## config.mk

```make
export PLATFORM = sky130hd
export DESIGN_NAME = bs_select_controller_db_flat
export DESIGN_NICKNAME = d
export VERILOG_FILES = /design/src/rtl/bs_select_controller_db_if.sv /design/src/rtl/bs_select_controller_db.sv /design/src/flat_wrapper.sv
export SDC_FILE = /design/constraint.sdc
export NUM_CORES = 1
export LEC_CHECK = 0
export CORE_UTILIZATION = 40
export CTS_CLUSTER_SIZE = 40
export DETAILED_ROUTE_END_ITERATION = 8
export PLACE_DENSITY = 0.67
export SETUP_SLACK_MARGIN = 0.3
export SLEW_MARGIN = 0
export SYNTH_ARGS = -nofsm -noshare
export SYNTH_HDL_FRONTEND = slang
export SYNTH_SLANG_ARGS = --single-unit
```

## constraint.sdc

```tcl
create_clock -name clk -period 6.9 [get_ports clk]
set_clock_uncertainty 0.1 [all_clocks]
set_input_delay 1.38 -clock clk [delete_from_list [all_inputs] [get_ports clk]]
set_output_delay 1.38 -clock clk [all_outputs]
set_load 0.02 [all_outputs]
```

## src/rtl/bs_select_controller_db_if.sv

```systemverilog
// Bus bundle for the double-buffered bitstream selector.
//
// Handshake semantics:
//   cfg_we/cfg_ready: a shadow-table write happens on the rising edge where
//   both are high. cfg_ready is registered and low while a swap is armed.
//   swap_req and frame_sync are single-cycle pulses sampled on the rising edge.
//   swap_done is high for exactly the cycle after a shadow->active copy.
//   dbg_state mirrors the controller FSM (0 = IDLE, 1 = ARMED).
interface bs_select_controller_db_if #(
  parameter int BS            = 8,
  parameter int NUM_BS        = 256,
  parameter int NUM_BS_SELECT = 8,
  parameter int BS_SELECT     = 3,
  parameter int CNT_W         = 8
) ();
  logic [NUM_BS-1:0]        bs_in;
  logic                     cfg_we;
  logic [BS_SELECT-1:0]     cfg_ch;
  logic [NUM_BS_SELECT-1:0] cfg_sel;
  logic                     cfg_en;
  logic                     cfg_ready;
  logic                     swap_req;
  logic                     frame_sync;
  logic                     swap_done;
  logic [CNT_W-1:0]         swap_cnt;
  logic [BS-1:0]            bs_out;
  logic                     dbg_state;

  modport master (
    output bs_in, cfg_we, cfg_ch, cfg_sel, cfg_en, swap_req, frame_sync,
    input  cfg_ready, swap_done, swap_cnt, bs_out, dbg_state
  );

  modport slave (
    input  bs_in, cfg_we, cfg_ch, cfg_sel, cfg_en, swap_req, frame_sync,
    output cfg_ready, swap_done, swap_cnt, bs_out, dbg_state
  );
endinterface

```

## src/rtl/bs_select_controller_db.sv

```systemverilog
// Double-buffered bitstream selector: each output channel picks one of the
// broadcast bitstreams through an active selection table. A shadow table is
// written over the config port and copied into the active table only at a
// frame boundary after a swap request, so selections never change mid-frame.
module bs_select_controller_db #(
  parameter int BS            = 8,
  parameter int NUM_BS        = 256,
  parameter int NUM_BS_SELECT = 8,
  parameter int BS_SELECT     = 3,
  parameter int CNT_W         = 8
) (
  input logic                    clk,
  input logic                    rst,
  bs_select_controller_db_if.slave bus
);

  typedef enum logic {
    IDLE  = 1'b0,
    ARMED = 1'b1
  } state_t;

  state_t                   state;
  logic                     cfg_ready_q;
  logic                     swap_done_q;
  logic [CNT_W-1:0]         swap_cnt_q;
  logic [BS-1:0]            bs_out_q;

  logic [NUM_BS_SELECT-1:0] shd_sel [BS];
  logic [NUM_BS_SELECT-1:0] act_sel [BS];
  logic [BS-1:0]            shd_en;
  logic [BS-1:0]            act_en;

  logic [BS_SELECT-1:0]     wr_ch;
  logic                     do_copy;
  logic                     wr_ok;

  assign wr_ch = bus.cfg_ch;

  // Copy happens on a frame boundary when a swap is armed or requested this
  // very cycle; writes land only while the shadow is not frozen.
  always_comb begin
    do_copy = bus.frame_sync && ((state == ARMED) || bus.swap_req);
    wr_ok   = bus.cfg_we && cfg_ready_q && (32'(wr_ch) < BS);
  end

  // Shadow table: written from the config port. A copy on the same edge
  // still takes the pre-write contents because both are non-blocking.
  always_ff @(posedge clk or posedge rst) begin
    if (rst) begin
      for (int i = 0; i < BS; i++) begin
        shd_sel[i] <= NUM_BS_SELECT'(i % NUM_BS);
      end
      shd_en <= '0;
    end else if (wr_ok) begin
      shd_sel[wr_ch] <= bus.cfg_sel;
      shd_en[wr_ch]  <= bus.cfg_en;
    end
  end

  // Swap controller FSM: owns the active table, cfg_ready, swap_done and the
  // completed-copy counter.
  always_ff @(posedge clk or posedge rst) begin
    if (rst) begin
      state       <= IDLE;
      cfg_ready_q <= 1'b1;
      swap_done_q <= 1'b0;
      swap_cnt_q  <= '0;
      for (int i = 0; i < BS; i++) begin
        act_sel[i] <= NUM_BS_SELECT'(i % NUM_BS);
      end
      act_en <= '0;
    end else begin
      swap_done_q <= do_copy;
      if (do_copy) begin
        act_sel    <= shd_sel;
        act_en     <= shd_en;
        swap_cnt_q <= swap_cnt_q + CNT_W'(1);
      end
      case (state)
        IDLE: begin
          // A request coinciding with frame_sync copies immediately.
          if (bus.swap_req && !bus.frame_sync) begin
            state       <= ARMED;
            cfg_ready_q <= 1'b0;
          end
        end
        ARMED: begin
          // Further requests are ignored; only the frame boundary matters.
          if (bus.frame_sync) begin
            state       <= IDLE;
            cfg_ready_q <= 1'b1;
          end
        end
        default: begin
          state       <= IDLE;
          cfg_ready_q <= 1'b1;
        end
      endcase
    end
  end

  // Datapath: register each channel's selected bitstream through the
  // current active table; disabled channels and out-of-range indices give 0.
  always_ff @(posedge clk or posedge rst) begin
    if (rst) begin
      bs_out_q <= '0;
    end else begin
      for (int i = 0; i < BS; i++) begin
        bs_out_q[i] <= act_en[i] && (32'(act_sel[i]) < NUM_BS) &&
                       bus.bs_in[act_sel[i]];
      end
    end
  end

  assign bus.cfg_ready = cfg_ready_q;
  assign bus.swap_done = swap_done_q;
  assign bus.swap_cnt  = swap_cnt_q;
  assign bus.bs_out    = bs_out_q;
  assign bus.dbg_state = state;

endmodule
```

## src/flat_wrapper.sv

```systemverilog
// flat-port wrapper written by rule: the top's interface ports become plain ports
module bs_select_controller_db_flat 
#(
  parameter int BS            = 8,
  parameter int NUM_BS        = 256,
  parameter int NUM_BS_SELECT = 8,
  parameter int BS_SELECT     = 3,
  parameter int CNT_W         = 8
)
  (clk, rst, bus_bs_in, bus_cfg_we, bus_cfg_ch, bus_cfg_sel, bus_cfg_en, bus_swap_req, bus_frame_sync, bus_cfg_ready, bus_swap_done, bus_swap_cnt, bus_bs_out, bus_dbg_state);
  bs_select_controller_db_if #(.BS(BS), .NUM_BS(NUM_BS), .NUM_BS_SELECT(NUM_BS_SELECT), .BS_SELECT(BS_SELECT), .CNT_W(CNT_W)) bus_i ();
  input logic clk;
  input logic rst;
  input wire logic [$bits(bus_i.bs_in)-1:0] bus_bs_in;
  input wire logic [$bits(bus_i.cfg_we)-1:0] bus_cfg_we;
  input wire logic [$bits(bus_i.cfg_ch)-1:0] bus_cfg_ch;
  input wire logic [$bits(bus_i.cfg_sel)-1:0] bus_cfg_sel;
  input wire logic [$bits(bus_i.cfg_en)-1:0] bus_cfg_en;
  input wire logic [$bits(bus_i.swap_req)-1:0] bus_swap_req;
  input wire logic [$bits(bus_i.frame_sync)-1:0] bus_frame_sync;
  output wire logic [$bits(bus_i.cfg_ready)-1:0] bus_cfg_ready;
  output wire logic [$bits(bus_i.swap_done)-1:0] bus_swap_done;
  output wire logic [$bits(bus_i.swap_cnt)-1:0] bus_swap_cnt;
  output wire logic [$bits(bus_i.bs_out)-1:0] bus_bs_out;
  output wire logic [$bits(bus_i.dbg_state)-1:0] bus_dbg_state;
  assign bus_i.bs_in = bus_bs_in;
  assign bus_i.cfg_we = bus_cfg_we;
  assign bus_i.cfg_ch = bus_cfg_ch;
  assign bus_i.cfg_sel = bus_cfg_sel;
  assign bus_i.cfg_en = bus_cfg_en;
  assign bus_i.swap_req = bus_swap_req;
  assign bus_i.frame_sync = bus_frame_sync;
  assign bus_cfg_ready = bus_i.cfg_ready;
  assign bus_swap_done = bus_i.swap_done;
  assign bus_swap_cnt = bus_i.swap_cnt;
  assign bus_bs_out = bus_i.bs_out;
  assign bus_dbg_state = bus_i.dbg_state;
  bs_select_controller_db #(.BS(BS), .NUM_BS(NUM_BS), .NUM_BS_SELECT(NUM_BS_SELECT), .BS_SELECT(BS_SELECT), .CNT_W(CNT_W)) u_core (.clk(clk), .rst(rst), .bus(bus_i));
endmodule
```

==> After elaboration in Yosys (flattened, before gate mapping) <==
Cells that the tools add are included.
{ "word_totals": {"ff_bits": 163, "input_bits": 273, "out_inout_bits": 19} }
{ "op_classes": {"add_sub_neg": 1, "n_lt_le_gt_ge": 12, "n_eq_ne": 2, "mux": 28, "n_bitwise": 2, "reduce_logical": 16} }
{ "ops": {"columns": ["operator", "count"], "rows": [
  ["8-bit by 9-bit less-than comparator with 1-bit output (second input constant)", 8],
  ["1-bit binary-select mux with 8-bit select", 8],
  ["64-bit bitwise mux", 1],
  ["8-bit demux with 3-bit select", 1],
  ["1-bit logical AND", 13],
  ["1-bit 2-to-1 mux", 13],
  ["8-bit by 1-bit adder with 8-bit output (second input constant)", 1],
  ["8-bit bitwise mux", 1],
  ["8-bit 2-to-1 mux", 1],
  ["4-bit >= comparator (second input constant)", 1],
  ["3-bit by 4-bit less-than comparator with 1-bit output (second input constant)", 1],
  ["4-bit by 1-bit less-than comparator with 1-bit output (second input constant)", 1],
  ["3-bit NOT with 4-bit output", 1],
  ["1-bit case mux with 2 select lines", 2],
  ["1-bit demux with 3-bit select", 1],
  ["3-bit by 1-bit >= comparator with 1-bit output (second input constant)", 1],
  ["2-bit by 1-bit != test with 1-bit output (second input constant)", 1],
  ["2-bit != test (second input constant)", 1],
  ["2-bit AND reduction", 1],
  ["1-bit logical NOT", 1],
  ["1-bit logical OR", 1],
  ["1-bit NOT", 1]
]} }

==> Longest topological paths before layout <==
Gate-level depths: netlist (run 1).
{ "logic_depth": {"ltp_word": 6, "ltp_mapped": 11, "mapped_depth_nobuf": 6} }

==> Least setup slack after synthesis (run 1) <==
No wires, ideal clock.
{ "synth_timing": {"path_kind": "input-to-reg", "start": "input port bus_bs_in[7]", "end": "register u_core.bs_out_q[4] (netlist: u_core.bus.bs_out[4])", "arrival_ns": 2.851, "setup_slack_ns": 3.813, "cell_stages": 5, "cell_sequence": "mux4_2 -> mux4_2 -> nor2b_1 -> a2111oi_0 -> o32ai_1"} }
{ "synth_between": {"elab_chain_cells": 3} }
{ "synth_lines": {"columns": ["element", "line_no", "text"], "rows": [
  ["start: declaration", "flat_wrapper.sv:14", "input wire logic [$bits(bus_i.bs_in)-1:0] bus_bs_in;"],
  ["1-bit binary-select mux with 8-bit select", "bs_select_controller_db.sv:110", "bus.bs_in[act_sel[i]];"],
  ["1-bit 2-to-1 mux (implied by the code)", "bs_select_controller_db.sv:110", null],
  ["1-bit logical AND", "bs_select_controller_db.sv:109", "bs_out_q[i] <= act_en[i] && (32'(act_sel[i]) < NUM_BS) &&"],
  ["end signal: indexed assignment", "bs_select_controller_db.sv:109", null],
  ["end: declaration", "bs_select_controller_db.sv:26", "logic [BS-1:0] bs_out_q;"]
]} }
Every way passes these cells. The select of a mux whose other input is x is not followed.
A chain may end at the register's enable or synchronous reset.

==> Worst setup path in the final report (run 1) <==
{ "layout_timing": {"start": "register u_core.act_sel[18] (netlist bit)", "end": "register u_core.bs_out_q[5] (netlist: u_core.bus.bs_out[5])"} }
{ "layout_between": {"elab_chain_cells": 3} }
{ "layout_lines": {"columns": ["element", "line_no", "text"], "rows": [
  ["start: declaration", "bs_select_controller_db.sv:29", "logic [NUM_BS_SELECT-1:0] act_sel [BS];"],
  ["start signal: indexed assignment", "bs_select_controller_db.sv:69", "act_sel[i] <= NUM_BS_SELECT'(i % NUM_BS);"],
  ["start signal: assignment", "bs_select_controller_db.sv:75", "act_sel <= shd_sel;"],
  ["1-bit binary-select mux with 8-bit select", "bs_select_controller_db.sv:110", null],
  ["1-bit 2-to-1 mux (implied by the code)", "bs_select_controller_db.sv:110", null],
  ["1-bit logical AND", "bs_select_controller_db.sv:109", null]
]} }
Every way passes these cells. The select of a mux whose other input is x is not followed.

==> results of run 1 <==
report_power, final:
part	internal (mW)	switching, mW
Sequential	1.27	0.808
Combinational	2.54	3.11
Clock	0.551	0.426
Total	4.35	4.34
state kept, by name (all words and copies together) (netlist names):
name	flops
u_core.act_sel	64
u_core.shd_sel	64
u_core.act_en	8
u_core.bus.bs_out	8
u_core.bus.swap_cnt	8
u_core.shd_en	8
u_core.bus.cfg_ready	1
u_core.bus.dbg_state	1
u_core.bus.swap_done	1
cell type report:
type                    count  area, sq um
clock inverters            12          143
diodes                      4         10.0
repair buffers            354         3400
multi-input cells        1582        18100
flip-flops and latches    163         4150
fillers                  5234        30500
well taps                 765          957
clock buffers              20          447
inverters                  35          136
cells in the mapped netlist, drive strengths merged (12+ instances only):
master	count	area share [%]
nand3	34	0.72
nor3	16	0.34
o22ai	71	1.9
nor2b	30	0.80
o31ai	16	0.51
clkbuf	76	1.2
dfrtp	138	15
mux2	79	3.8
nand2b	33	0.88
buf	119	3.9
inv	32	0.51
mux2i	216	9.2
dfstp	25	2.8
o21ai	44	0.94
a211oi	28	0.90
a2111oi	21	0.78
a22o	12	0.45
a21oi	46	0.98
nand2	223	3.6
mux4	442	43
nor2	50	0.80
o221ai	84	3.2
a22oi	21	0.67
cell families after synthesis:
kind of cell,Yosys count,synth area share [%]
AOI/OAI and AO/OA,400,12.3
xor gates and xnor gates,7,0.261
adders and majority gates,1,0.0533
buffers and inverters,230,5.68
DFF,163,17.5
muxes,737,55.6
and+or+nand+nor,437,8.55
path summary, 6_finish.rpt:
kind                            depth (start not counted)                              to  slack [ps]                            from
worst min-delay path                                    2  u_core.act_sel[16]$_DFFE_PP1P_         340  u_core.shd_sel[16]$_DFFE_PP1P_
min in group asynchronous                               2  u_core.shd_sel[12]$_DFFE_PP0P_        1320                             rst
worst min register to register                          2  u_core.act_sel[16]$_DFFE_PP1P_         340  u_core.shd_sel[16]$_DFFE_PP1P_
worst max-delay path                                    6  u_core.bus.bs_out[5]$_DFF_PP0_        2770  u_core.act_sel[18]$_DFFE_PP1P_
worst max register to register                          6  u_core.bus.bs_out[5]$_DFF_PP0_        2770  u_core.act_sel[18]$_DFFE_PP1P_
max in group asynchronous                               3  u_core.act_sel[24]$_DFFE_PP0P_        4050                             rst
stage by stage:
stage | total power, mW | instance area, sq um | setup slack, ps
after global routing | 8.88 | 27300 | 2770
final | 8.70 | 27300 | 2770
after global placement | 7.41 | 26700 | 2560
after detailed placement | 7.45 | 26700 | 2510
after floorplan | 5.38 | 23500 | 1060
after CTS | 8.45 | 27300 | 2990
per-layer routing:
metal	GRT usage, %	vias up	routed length [um]
met1	51.4	11500	42000
met2	56.0	2222	49400
met4	25.5	6	9450
met3	12.9	485	17200
li1	-	8728	-
met5	0	-	51
critical path: stages, from the launching register on:
cell      delay (ps)
dfstp_2         1190
nor2b_1         1080
a22oi_1          230
nand4_1          210
nand3_1          270
a211oi_1         780
o21bai_1         210
==> impl_results.md, run 1 <==
* Post-Synthesis Cells at 1975
* Post-Syn Nets at 2249
* Number of global-route vias before repair at 22.4k
* Detail Route Antenna Nets at 0
* Final setup vio count at 0
* Clock buffer depth at 2
* FP Rows at 88
* Power Dens Cells at 319 nW/um^2
* Status: completed
* I/O Buffers at 291
* Post-CTS sizing at 0
* WP data arrival at around 4400 ps
* Worst path required time at approximately 7200 ps
* Final hold vios at 0
* Area Growth Syn to Fin at 16.2%
* Synthesized flop and latch total at 163
* Max-cap violations at 0
* DRC Markers at 0
* TritonCTS clock tree: yes
* Root Driver: clkbuf_16
* Asr flop ratio synth at 100%
* Share of cells above drive strength 1 at 29.8%
* Peak supply drop at 210 uV
* Num CTS Buffers at 17
* Area of the die at 59700 sq um
* Die width at 244 um
* GRT overflow at 0
* Clk slew on worst S/H paths at roughly 80 ps
* Slew Viols, Final at 0
* RSZ-0062 raised after global routing: no
* CP endpoint kind: flop
* Hold_buf cts at 0
* Setup TNS at 0 ps
* Core outline area at 57800 sq um
* Relative slew margins at a little under a tenth
* Number of vias per cell at 7.83
* Crit path launch type: flop
* Initial Util at 40.6%
* Non-filler instance count after layout at 2935
* GRT Overall Usage at approximately two fifths
* DR vias at 23.0k
* Fin nets at 2427
* Crit path kind: reg2reg
* Top_reg_cell synth: dfrtp_1
* Post-synth cell types at 63
* Commonest non-fill, non-tap cell in the layout: mux4_2
* Synthesized area at 23500 sq um
* Total of warnings raised by yosys at 0
* Avg Inst Size Synth at roughly 12 sq um
* HPWL Detailed at 85400 um
* DRT Pass-1 Iters at 6
* Final WL at approximately 120000 um
* Drt wl/cell at 40.2 um
* Global placer's final weighted congestion at about 1.1
* Leakage at between 9 and 10 nW
* Post-CTS Setup Inserts at 0
* Actual slew at the worst max-slew pin at 1350 ps
* H-tree levels at 4
* Final Critical Period at 4130 ps
* Final period utilization at 59.9%
* Sequential share of the synthesized area at 17.5%
* Dpl cells at 2899
* Initial antenna violation count at 3
* Initial DRC Count at around 3.5k
* Number of flops mapped to enable cells by yosys at 0
* Largest net degree at the start of global routing at 80
* Peak Freq at 242 MHz
* First-pass GRT wire length at roughly 170000 um
* I/O pins at 292
* Hold slack final at roughly 340 ps
* Fin util at about 47%
* Crit-path max FO at 23
* Most frequent cells in the layout: mux4_2 (427), clkdlybuf4s50_1 (291), nand2_1 (223), mux2i_1 (216), dfrtp_1 (130)
* DIE HEIGHT at 244 um
* CTS Sinks at roughly 160
* Hold Crit Class: reg2reg
* Worst-Skew Late Latency at between 400 and 500 ps
Note: power is estimated with default switching activity, not from simulation.
==> run 2: changes to the inputs <==
Clock period 6.9 ns to 4 ns, I/O delays scaled along.
==> run 2 against run 1 <==
Net effect:
- fmax increased by 20%
- sequential share of layout area shrank 0.46 points
- clock-buffer cell count down 2
- clock power up 74%
- worst setup slack got worse by 2200 ps
- hold slack improved by 14 ps
- utilization is 1.5 points higher
- via count is 1.6% higher
- sequential cell count is the same
- final area is 3.1% higher
- first-iteration DRC count up 3.9%
- sequential power is 63% higher
- critical path type unchanged
==> impl_results.md, run 2 (synthesis gave the netlist of run 1 again) <==
* Status: completed (unchanged)
* Die width at 244 um (unchanged)
* Post-CTS sizing at 0 (unchanged)
* Worst-Skew Late Latency at 440 ps (was 430 ps)
* I/O Buffers at 291 (unchanged)
* TritonCTS clock tree: yes (unchanged)
* HPWL Detailed at 89900 um (was 85400 um)
* Crit path kind: reg2reg (unchanged)
* Final period utilization at 86.3% (was 59.9%)
* Hold slack final at 356 ps (was 342 ps)
* Crit-path max FO at 10 (was 23)
* Hold_buf cts at 0 (unchanged)
* Share of cells above drive strength 1 at 32.7% (was 29.8%)
* RSZ-0062 raised after global routing: no (unchanged)
* Commonest non-fill, non-tap cell in the layout: mux4_2 (unchanged)
* Most frequent cells in the layout: mux4_2 (427), clkdlybuf4s50_1 (291), nand2_1 (223), mux2i_1 (216), buf_4 (137) (was mux4_2 (427), clkdlybuf4s50_1 (291), nand2_1 (223), mux2i_1 (216), dfrtp_1 (130))
* Power Dens Cells at 550 nW/um^2 (was 319 nW/um^2)
* DR vias at 23.4k (was 23.0k)
* Global placer's final weighted congestion at 1.12 (was 1.09)
* FP Rows at 88 (unchanged)
* Number of vias per cell at 7.72 (was 7.83)
* Initial Util at 40.6% (unchanged)
* DRT Pass-1 Iters at 8 (was 6)
* R2R setup slack at 550 ps (was 2770 ps)
* Slew Viols, Final at 0 (unchanged)
* Final setup vio count at 0 (unchanged)
* Detail Route Antenna Nets at 0 (unchanged)
* Max-cap violations at 0 (unchanged)
* Relative slew margins at 30.4% (was 9.53%)
* Drt wl/cell at 40.4 um (was 40.2 um)
* Leakage at 9.68 nW (was 9.19 nW)
* Critical R2R Capture: u_core.bus.bs_out[2]$_DFF_PP0_ (was u_core.bus.bs_out[5]$_DFF_PP0_)
* Area Growth Syn to Fin at 19.8% (was 16.2%)
* Peak Freq at 290 MHz (was 242 MHz)
* Fillers at 5197 (was 5234)
* Crit path launch type: flop (unchanged)
* Worst path required time at 4170 ps (was 7180 ps)
* Area of the die at 59700 sq um (unchanged)
* Peak supply drop at 354 uV (was 210 uV)
* Actual slew at the worst max-slew pin at 1040 ps (was 1350 ps)
* R2R depth at 7 (was 6)
* Final worst setup slack at 549 ps (was 2770 ps)
* Initial antenna violation count at 4 (was 3)
* I/O pins at 292 (unchanged)
* Final Critical Period at 3450 ps (was 4130 ps)
* Initial DRC Count at 3641 (was 3505)
* Post-CTS Setup Inserts at 0 (unchanged)
* Fin nets at 2517 (was 2427)
* First-pass GRT wire length at 171000 um (was 168000 um)
* Top flop regs: u_core.act_sel (64), u_core.shd_sel (64) (unchanged)
* DRC Markers at 0 (unchanged)
* Dpl cells at 2989 (was 2899)
* WP data arrival at 3620 ps (was 4410 ps)
* Clock buffer depth at 2 (unchanged)
* Number of global-route vias before repair at 22.3k (was 22.4k)
* Reg-to-Reg Start: u_core.act_sel[41]$_DFFE_PP1P_ (was u_core.act_sel[18]$_DFFE_PP1P_)
* GRT Overall Usage at 40.5% (was 39.4%)
* Clk slew on worst S/H paths at 80 ps (about the same)
* Final hold vios at 0 (unchanged)
* CTS Sinks at 163 (unchanged)
* Largest net degree at the start of global routing at 66 (was 80)
* Final WL at 122000 um (was 118000 um)
* Worst hold endpoint: u_core.act_sel[45]$_DFFE_PP0P_ (was u_core.act_sel[16]$_DFFE_PP1P_)
* Non-filler instance count after layout at 3024 (was 2935)
* DIE HEIGHT at 244 um (unchanged)
* GRT overflow at 0 (unchanged)
* Num CTS Buffers at 17 (unchanged)
* CP endpoint kind: flop (unchanged)
* Setup WS pre-CTS at 491 ps (was 2510 ps)
* Hold Crit Start: u_core.shd_sel[45]$_DFFE_PP0P_ (was u_core.shd_sel[16]$_DFFE_PP1P_)
* Root Driver: clkbuf_16 (unchanged)
* Hold Crit Class: reg2reg (unchanged)
* H-tree levels at 4 (unchanged)
* Hold Path Depth at 2 (unchanged)
* Core outline area at 57800 sq um (unchanged)
## run 2: how the worst max path moves through the flow
| stage | to | cells past startpoint | slack, ps | start |
|---|---|---|---|---|
| CTS | u_core.bus.bs_out[0]$_DFF_PP0_ | 7 | 610 | u_core.act_sel[56]$_DFFE_PP0P_ |
| floorplan | u_core.act_en[0]$_DFFE_PP0P_ | 1 | 1050 | rst |
| detailed placement | u_core.bus.bs_out[4]$_DFF_PP0_ | 7 | 490 | bus_bs_in[18] |
| finish | u_core.bus.bs_out[2]$_DFF_PP0_ | 7 | 550 | u_core.act_sel[41]$_DFFE_PP1P_ |
| global placement | u_core.bus.bs_out[4]$_DFF_PP0_ | 6 | -200 | bus_bs_in[7] |
| global route | u_core.bus.bs_out[4]$_DFF_PP0_ | 6 | 460 | u_core.act_sel[24]$_DFFE_PP0P_ |
## run 2: critical path, stage by stage (launching register included)
cell and delay (ps):
dfstp_2 400, nand2b_1 650, buf_4 410, o221ai_1 280, o221ai_1 150, a311oi_1 540, o22ai_1 270, o22ai_1 490
## run 2: through the flow
stage          total power [mW]  setup TNS [ps]  instance area [sq um]  util (%)
2_1_floorplan              9.29               0                  23500         -
5_1_grt                    15.8               0                  28100      48.7
4_1_cts                    15.0               0                  28100      48.7
3_5_place_dp               13.3               0                  27500      47.6
3_3_place_gp               13.2            -199                  27500      47.6
6_report                   15.5               0                  28100      48.7
## run 2: layer usage
layer	GRT usage (%)	wire (um)	share of wire [%]
met5	0	36	0.030
met4	24.0	9020	7.4
met3	13.4	17900	15
met2	57.9	51100	42
met1	53.4	43900	36
## run 2: cell type report
type	instances	area [sq um]	area share, %
inverter	35	135	0.480
timing repair buffer	444	4250	15.1
antenna	3	7.51	0.0267
clock buffer	18	429	1.52
clock inverter	14	164	0.582
multi-input combinational	1582	18100	64.1
sequential	163	4150	14.7
tap	765	957	3.40
## run 2: power breakdown
part	leakage, nW	internal [mW]	total [mW]	switching [mW]
logic	7.38	4.68	10.4	5.72
registers	2.01	2.18	3.38	1.20
clock network	0.289	0.894	1.70	0.807
total	9.68	7.76	15.5	7.72
==> run 3: changes to the inputs <==
Settings changed: CORE_UTILIZATION 40 to 30, PLACE_DENSITY 0.67 to 0.54.
==> run 3 against run 2 <==
Net effect:
- fmax is 0.72% higher
- clock-buffer cell count is 1 lower
- clock power hardly changed
- global-route usage is 8.2 points lower
- utilization is 12 points lower
- sequential cell count stayed put
- first-iteration DRC count is 1.8% higher
- register-to-register slack better by 20 ps
- power is 1.4% higher
- cell count is 9.9% higher
- hold slack hardly changed
- critical path type unchanged
==> impl_results.md, run 3 (synthesis gave the netlist of run 1 again) <==
* R2R depth at 8 (was 7)
* R2R setup slack at 570 ps (was 550 ps)
* Peak Freq at 292 MHz (was 290 MHz)
* Worst Setup EP: u_core.bus.bs_out[6]$_DFF_PP0_ (was u_core.bus.bs_out[2]$_DFF_PP0_)
* Hold Crit Class: reg2reg (unchanged)
* Fin nets at 2543 (was 2517)
* Worst path required time at 4210 ps (was 4170 ps)
* Setup WS pre-CTS at 352 ps (was 491 ps)
* DRC Markers at 0 (unchanged)
* Core outline area at 77500 sq um (was 57800 sq um)
* Critical R2R Capture: u_core.bus.bs_out[6]$_DFF_PP0_ (was u_core.bus.bs_out[2]$_DFF_PP0_)
* Final Critical Period at 3430 ps (was 3450 ps)
* Commonest non-fill, non-tap cell in the layout: mux4_2 (unchanged)
* Clk slew on worst S/H paths at 80 ps (about the same)
* CP endpoint kind: flop (unchanged)
* Setup TNS at 0 ps (unchanged)
* Crit. Startpoint: u_core.act_sel[9]$_DFFE_PP1P_ (was u_core.act_sel[41]$_DFFE_PP1P_)
* Logic pwr share at 67.7% (was 67.2%)
* Top flop regs: u_core.act_sel (64), u_core.shd_sel (64) (unchanged)
* Peak supply drop at 395 uV (was 354 uV)
* Max-cap violations at 0 (unchanged)
* Relative slew margins at 26.0% (was 30.4%)
* WP data arrival at 3640 ps (was 3620 ps)
* Initial Util at 30.3% (was 40.6%)
* DR vias at 23.3k (was 23.4k)
* Hold_buf cts at 0 (unchanged)
* Crit path kind: reg2reg (unchanged)
* Switching share of power at 50.3% (was 49.9%)
* Final hold vios at 0 (unchanged)
* Crit path launch type: flop (unchanged)
* Switching pwr at 7.90 mW (was 7.72 mW)
* Root Driver: clkbuf_16 (unchanged)
* Share of cells above drive strength 1 at 33.5% (was 32.7%)
* Worst-Skew Late Latency at 460 ps (was 440 ps)
* Initial antenna violation count at 2 (was 4)
* DIE HEIGHT at 282 um (was 244 um)
* Crit-path max FO at 17 (was 10)
* HPWL Detailed at 97100 um (was 89900 um)
* Final period utilization at 85.7% (was 86.3%)
* Pint at 7.80 mW (was 7.76 mW)
* Drt wl/cell at 38.9 um (was 40.4 um)
* H-tree levels at 4 (unchanged)
* Global placer's final weighted congestion at 1.03 (was 1.12)
* FP Rows at 102 (was 88)
* Slew Viols, Final at 0 (unchanged)
* Final worst setup slack at 574 ps (was 549 ps)
* I/O pins at 292 (unchanged)
* First-pass GRT wire length at 180000 um (was 171000 um)
* Leakage at 9.81 nW (was 9.68 nW)
* Post-CTS sizing at 0 (unchanged)
* I/O Buffers at 291 (unchanged)
* Initial DRC Count at 3706 (was 3641)
* GRT Overall Usage at 32.3% (was 40.5%)
* RSZ-0062 raised after global routing: no (unchanged)
* Most frequent cells in the layout: mux4_2 (427), clkdlybuf4s50_1 (291), nand2_1 (223), mux2i_1 (216), buf_4 (164) (was mux4_2 (427), clkdlybuf4s50_1 (291), nand2_1 (223), mux2i_1 (216), buf_4 (137))
* Die width at 282 um (was 244 um)
* Reg-to-Reg Start: u_core.act_sel[9]$_DFFE_PP1P_ (was u_core.act_sel[41]$_DFFE_PP1P_)
* Actual slew at the worst max-slew pin at 1110 ps (was 1040 ps)
* Largest net degree at the start of global routing at 66 (unchanged)
* Number of vias per cell at 7.01 (was 7.72)
* Area of the die at 79400 sq um (was 59700 sq um)
* CTS Sinks at 163 (unchanged)
* Clock buffer depth at 2 (unchanged)
* Final setup vio count at 0 (unchanged)
* DRT Pass-1 Iters at 6 (was 8)
* Number of global-route vias before repair at 22.6k (was 22.3k)
* Detail Route Antenna Nets at 0 (unchanged)
* GRT overflow at 0 (unchanged)
* Area Growth Syn to Fin at 22.1% (was 19.8%)
* Num CTS Buffers at 17 (unchanged)
* Status: completed (unchanged)
* Clock Power Share at 10.9% (was 11.0%)
* Power Dens Cells at 547 nW/um^2 (was 550 nW/um^2)
* TritonCTS clock tree: yes (unchanged)
* Post-CTS Setup Inserts at 0 (unchanged)
* Fillers at 7577 (was 5197)
* Final WL at 129000 um (was 122000 um)
* Reg power frac at 21.3% (was 21.9%)
==> run 3: critical path, cell delays in order (launching register included) <==
cell,delay [ps]
dfstp_2,940
buf_12,270
nand2_1,340
o221ai_2,320
o21ai_0,120
a2111oi_0,500
buf_4,200
a311oi_1,60
o31ai_1,430
==> run 3: power groups by stage <==
| stage | Clock (mW) | Combinational (mW) | Sequential (mW) |
|---|---|---|---|
| floorplan | 0 | 6.79 | 2.50 |
| CTS | 1.74 | 10.3 | 3.29 |
| detailed placement | 0 | 10.3 | 3.32 |
| global placement | 0 | 10.3 | 3.30 |
| global route | 1.79 | 10.9 | 3.38 |
| finish | 1.72 | 10.6 | 3.35 |
==> run 3: per-stage QoR <==
step	hold slack, ps	utilization [%]	total power, mW	cell area [sq um]	std cells
finish	356	37.0	15.7	28700	3324
global route	377	37.0	16.0	28700	3322
CTS	355	37.0	15.4	28700	3322
detailed placement	344	36.2	13.6	28100	3290
global placement	339	36.2	13.6	28100	3290
floorplan	332	-	9.29	23500	1975
==> run 3: layer usage <==
metal  track usage [%]  share of wire [%]  vias up  wire length (um)
li1                  -                  -     8981                 -
met1              41.4                 37    12000             47900
met2              49.3                 44     1988             57300
met3              9.08                 12      369             15800
met4              17.5                6.5        2              8380
met5                 0              0.010        -                13
==> run 3: worst min path at each step <==
stage                              startpoint                             end  slack (ps)  cells after the start
3_5_place_dp    u_core.shd_sel[1]$_DFFE_PP1P_   u_core.act_sel[1]$_DFFE_PP1P_         340                      2
6_report       u_core.shd_sel[18]$_DFFE_PP1P_  u_core.act_sel[18]$_DFFE_PP1P_         360                      2
5_1_grt        u_core.shd_sel[18]$_DFFE_PP1P_  u_core.act_sel[18]$_DFFE_PP1P_         380                      2
2_1_floorplan  u_core.shd_sel[41]$_DFFE_PP1P_  u_core.act_sel[41]$_DFFE_PP1P_         330                      2
3_3_place_gp   u_core.shd_sel[18]$_DFFE_PP1P_  u_core.act_sel[18]$_DFFE_PP1P_         340                      2
4_1_cts         u_core.shd_sel[1]$_DFFE_PP1P_   u_core.act_sel[1]$_DFFE_PP1P_         360                      2
==> run 3: layout make-up <==
type | count | area [sq um] | share of cell area, %
antenna | 2 | 5.00 | 0.0174
sequential | 163 | 4150 | 14.5
multi-input combinational | 1582 | 18100 | 62.9
clock buffer | 17 | 425 | 1.48
inverter | 35 | 135 | 0.471
tap | 1040 | 1300 | 4.54
clock inverter | 15 | 178 | 0.619
timing repair buffer | 470 | 4440 | 15.5
